[src/rtl/uart_rx_fifo.sv]
// 8N1 UART receiver: synchronises and oversamples the RX pin, deframes characters
// and buffers them in a small FIFO drained through a valid/ready handshake.
module uart_rx_fifo #(
    parameter int unsigned CLK_DIV = 87,
    parameter int unsigned DEPTH   = 4
) (
    input  logic                     clock,
    input  logic                     reset,
    input  logic                     io_i_rx,
    output logic                     io_o_valid,
    output logic [7:0]               io_o_data,
    input  logic                     io_i_ready,
    output logic                     io_o_frame_err,
    output logic                     io_o_overrun,
    input  logic                     io_i_clear,
    output logic [$clog2(DEPTH):0]   io_o_count
);
    localparam int unsigned AW      = $clog2(DEPTH);
    localparam logic [15:0] HalfBit = 16'(CLK_DIV / 2 - 1);
    localparam logic [15:0] FullBit = 16'(CLK_DIV - 1);

    typedef enum logic [1:0] {StIdle, StStart, StData, StStop} state_e;

    logic       sync1_q;
    logic       rx_s;
    logic       rx_prev_q;
    logic [1:0] sync_ok_q;
    logic       armed_q;
    logic       fall;

    // Edges are only accepted once a genuine high has passed the synchroniser since
    // reset, so a character interrupted by reset is not mistaken for a new start bit.
    always_ff @(posedge clock or posedge reset) begin
        if (reset) begin
            sync1_q   <= 1'b1;
            rx_s      <= 1'b1;
            rx_prev_q <= 1'b1;
            sync_ok_q <= 2'b00;
            armed_q   <= 1'b0;
        end else begin
            sync1_q   <= io_i_rx;
            rx_s      <= sync1_q;
            rx_prev_q <= rx_s;
            sync_ok_q <= {sync_ok_q[0], 1'b1};
            armed_q   <= armed_q | (sync_ok_q[1] & rx_s);
        end
    end

    assign fall = armed_q & rx_prev_q & ~rx_s;

    state_e      state_q, state_d;
    logic [15:0] cnt_q, cnt_d;
    logic [2:0]  bit_q, bit_d;
    logic [7:0]  shift_q, shift_d;
    logic        push_req;
    logic        frame_evt;

    always_comb begin
        state_d   = state_q;
        cnt_d     = cnt_q;
        bit_d     = bit_q;
        shift_d   = shift_q;
        push_req  = 1'b0;
        frame_evt = 1'b0;
        if (state_q != StIdle && cnt_q != 16'd0) begin
            cnt_d = cnt_q - 16'd1;
        end
        unique case (state_q)
            StIdle: begin
                if (fall) begin
                    state_d = StStart;
                    cnt_d   = HalfBit;
                end
            end
            StStart: begin
                if (cnt_q == 16'd0) begin
                    if (rx_s) begin
                        state_d = StIdle;
                    end else begin
                        state_d = StData;
                        cnt_d   = FullBit;
                        bit_d   = 3'd0;
                    end
                end
            end
            StData: begin
                if (cnt_q == 16'd0) begin
                    shift_d = {rx_s, shift_q[7:1]};
                    cnt_d   = FullBit;
                    bit_d   = bit_q + 3'd1;
                    if (bit_q == 3'd7) begin
                        state_d = StStop;
                    end
                end
            end
            StStop: begin
                if (cnt_q == 16'd0) begin
                    state_d   = StIdle;
                    push_req  = rx_s;
                    frame_evt = ~rx_s;
                end
            end
            default: state_d = StIdle;
        endcase
    end

    always_ff @(posedge clock or posedge reset) begin
        if (reset) begin
            state_q <= StIdle;
            cnt_q   <= 16'd0;
            bit_q   <= 3'd0;
            shift_q <= 8'd0;
        end else begin
            state_q <= state_d;
            cnt_q   <= cnt_d;
            bit_q   <= bit_d;
            shift_q <= shift_d;
        end
    end

    logic [7:0]  mem_q [DEPTH];
    logic [AW:0] wr_q, rd_q;
    logic        full;
    logic        pop;
    logic        push;
    logic        overrun_evt;

    // Pointers carry one extra bit so full and empty differ only in the MSB.
    assign io_o_count  = wr_q - rd_q;
    assign io_o_valid  = (wr_q != rd_q);
    assign full        = (io_o_count == (AW + 1)'(DEPTH));
    assign pop         = io_o_valid & io_i_ready;
    assign push        = push_req & (~full | pop);
    assign overrun_evt = push_req & full & ~pop;
    assign io_o_data   = mem_q[rd_q[AW-1:0]];

    always_ff @(posedge clock or posedge reset) begin
        if (reset) begin
            wr_q <= '0;
            rd_q <= '0;
            for (int i = 0; i < DEPTH; i++) begin
                mem_q[i] <= 8'd0;
            end
        end else begin
            if (push) begin
                mem_q[wr_q[AW-1:0]] <= shift_q;
                wr_q                <= wr_q + 1'b1;
            end
            if (pop) begin
                rd_q <= rd_q + 1'b1;
            end
        end
    end

    logic frame_err_q, overrun_q;

    always_ff @(posedge clock or posedge reset) begin
        if (reset) begin
            frame_err_q <= 1'b0;
            overrun_q   <= 1'b0;
        end else begin
            frame_err_q <= frame_evt | (frame_err_q & ~io_i_clear);
            overrun_q   <= overrun_evt | (overrun_q & ~io_i_clear);
        end
    end

    assign io_o_frame_err = frame_err_q;
    assign io_o_overrun   = overrun_q;

endmodule

[config.mk]
export PLATFORM = sky130hd
export DESIGN_NAME = uart_rx_fifo
export DESIGN_NICKNAME = d
export VERILOG_FILES = /design/src/rtl/uart_rx_fifo.sv
export SDC_FILE = /design/constraint.sdc
export NUM_CORES = 1
export LEC_CHECK = 0
export BUFFER_PORTS_ARGS = -buffer_cell sky130_fd_sc_hd__buf_4
export CORE_ASPECT_RATIO = 0.9
export CORE_MARGIN = 4
export CORE_UTILIZATION = 65
export DETAILED_ROUTE_END_ITERATION = 10
export GPL_TIMING_DRIVEN = 0
export MAX_ROUTING_LAYER = met4
export PLACE_DENSITY_LB_ADDON = 0.25
export SYNTH_ARGS = -nofsm -noshare
export SYNTH_HDL_FRONTEND = slang
export SYNTH_SLANG_ARGS = --single-unit
[constraint.sdc]
create_clock -name clock -period 4.1 [get_ports clock]
set_input_delay 0.205 -clock clock [delete_from_list [all_inputs] [get_ports clock]]
set_output_delay 0.205 -clock clock [all_outputs]
set_load 0.03 [all_outputs]
==> qor.yml <==
dpl.hpwl_um: 4820
routed_wl_um: 7130
wl_per_cell_um: 17.9
async_flop_share_pct: 100
outcome: "finished, final reports clean"
layout.nets: 343
cts.sinks: 75
syn_to_final_growth_pct: 11.9
netlist_instances: 297
yosysTopAreaCell: "dfrtp_1"
ios: 19
vias: 2477
swShare_pct: 37.5
pwr-share-seq_pct: 40.9
cp.required_ps: 4330
p_leak_uw: 0.00193
clkPwrFrac_pct: 25.7
fin_skew_ps: 9.58
cts_buffer_depth: 2
met1_length_um: 3250
synth_area_um2: 3690
setup_tns_ps: 0
synth_seq_cells: 75
fin_area_um2: 4130
p_int_uw: 1440
synth_nets: 313
h-tree-depth: 3
min_path_type: "primary input to asynchronous set/reset pin"
postPlaceCellArea_um2: 3910
drc_errors: 0
grt_max_degree: 76
final_max_slew_viol_count: 0
finalSetupViolCount: 0
cts_tree: "yes"
portBuffers: 18
synthDistinctLibCells: 55
post-route-period-util_pct: 71.4
core_um2: 5380
clk_latency_ps: 350
r2r_slack_ps: 1170
cp-end-kind: "flip-flop"
maxCapViolations: 0
rows: 25
ys_seq_area_share_pct: 50.9
synth.avg_cell_area_um2: 12.4
grt_use_total_pct: 23.3
irDropWorstVdd_mv: 0.443
rsz0062_at_grt: "false"
synth_enable_flop_cells: 0
p_sw_uw: 864
powerDensity_nw_per_um2: 557
path_max_fanout: 9
grt_pass1_vias: 2404
clkSlewWorstSetupHoldPaths_ps: 80
max_freq_mhz: 341
final_antenna_net_count: 0
timing.rr.end: "shift_q[5]"
reg2reg_depth: 6
top_layer: "met4"
place_congestion: 0.869
hold_viol: 0
synth_top_area_share_pct: 48.8
cts_buffers: 9
ctsRootBufferMaster: "clkbuf_8"
yosys_warnings: 0
antenna_found_initial: 0
layout_commonest_cell: "dfrtp_1"
n_antenna_cell: 0
wl_met2_um: 3430
layout_min_cycle_time_ps: 2930
die_area_um2: 6950
drive_gt1_share_pct: 31.3
crit_arrival_ps: 3160
start_kind: "flip-flop"
die_w_um: 87.4
start_util_pct: 68.6
relSlewSlack_pct: 40.4
route.met3.wl_um: 348
grt_pass1_wl_um: 12000
ys.flop_type: "dfrtp_1"
routed_via_density: 6.21
drtIter0Drc: 203
final_cell_mix: "72 x dfrtp_1, 35 x mux2_2, 19 x nor2_1"
cts_setup_buffers: 0
p_comb_share_pct: 33.3
drtPass1Iterations: 4
worst_slew_pin_slew_ps: 894
critPathKind: "flip-flop to flip-flop"
r2r-start: "cnt_q[0]"
die_h_um: 79.5
grt_overflow_total: 0
synthTopCellsByArea: "dfrtp_1 49%, mux2_2 11%, mux4_2 4.9%, ha_1 3.4%, mux2_4 2.4%"
-- registers in the layout, summed over array words and instances, names as in the netlist, 2 cells and up, named ones only --
name	flops
sync_ok_q	2
cnt_q	16
wr_q	3
bit_q	3
mem_q	32
shift_q	8
rd_q	3
-- worst max-delay path by stage --
| stage | startpoint | endpoint | slack, ps | cells past startpoint |
|---|---|---|---|---|
| final | cnt_q[0] | shift_q[5] | 1170 | 6 |
| after global routing | cnt_q[0] | shift_q[0] | 1000 | 6 |
| after CTS | cnt_q[0] | shift_q[5] | 1190 | 6 |
| after detailed placement | cnt_q[0] | shift_q[5] | 1220 | 6 |
| after global placement | reset | rd_q[2] | 1150 | 2 |
| after floorplan | wr_q[0] | mem_q[0] | 1180 | 7 |
-- cell type report --
class | instances | area (µm²)
well taps | 67 | 83.8
repair buffers | 19 | 145
clock inverters | 6 | 70.1
plain buffers | 9 | 42.5
inverters | 12 | 47.5
fillers | 335 | 1250
clock buffers | 10 | 138
multi-input cells | 201 | 1720
flip-flops and latches | 75 | 1880
-- synthesized netlist by cell type, drive strengths merged, types with 2 or more instances --
master and instances:
a21o 2, xor2 5, o22ai 4, nand2 16, nand3 13, dfstp 3, or3 3, buf 2
o21ai 10, a21oi 13, nor3 6, and2 2, ha 10, o31ai 2, xnor2 8, nor4 5
inv 11, or2 2, nand4 4, nand4b 2, nand2b 2, clkbuf 7, dfrtp 72, nor2 19
mux2 41, nor2b 2, o211ai 2, mux4 8, a31oi 3
-- stage by stage --
| stage | cells | hold slack [ps] | power (µW) | utilization, % | setup slack [ps] |
|---|---|---|---|---|---|
| finish | 399 | 32.1 | 2300 | 76.8 | 1170 |
| global route | 399 | 37.3 | 2450 | 76.8 | 1000 |
| CTS | 399 | 44.7 | 2300 | 76.8 | 1190 |
| detailed placement | 382 | 317 | 1710 | 72.7 | 1220 |
| global placement | 382 | 314 | 1670 | 72.7 | 1150 |
| floorplan | 297 | 209 | 1530 | - | 1180 |
-- worst max-delay path, stage by stage, from the launching register on --
cell and delay [ps]:
dfrtp_1 430, inv_1 90, ha_1 250, nor4b_2 440, nand4_1 440, nor3_2 750
mux2_2 420
-- kinds of logic (layout without fill, tap and decap cells) --
group / Yosys count / after routing / synth area share [%]
mux: 50 / 50 / 18.3
fa+ha+maj: 11 / 11 / 3.93
compound gates: 45 / 45 / 7.80
flops: 75 / 75 / 50.9
buf+inv: 21 / 56 / 2.37
simple gates: 81 / 81 / 13.5
other cells: 1 / 1 / 0.102
xor+xnor: 13 / 13 / 3.08
-- power by group through the flow --
stage / Clock [µW] / Combinational (µW) / Sequential [µW]
3_5_place_dp: 0 / 754 / 953
4_1_cts: 601 / 761 / 940
2_1_floorplan: 0 / 598 / 929
5_1_grt: 636 / 853 / 957
6_report: 592 / 767 / 942
3_3_place_gp: 0 / 727 / 946
-- timing repair --
item                                   in CTS  in global routing
hold buffers                                1                  0
endpoints found under the hold margin       1                  0
gates resized for setup                     0                  0
-- per-layer routing --
layer  GRT usage, %  vias to the layer above
li1               -                     1142
met1           32.5                     1252
met4           6.13                        0
met5              -                        -
met3           6.30                       13
met2           34.3                       70
No activity file was read; power rests on OpenSTA's default activity.
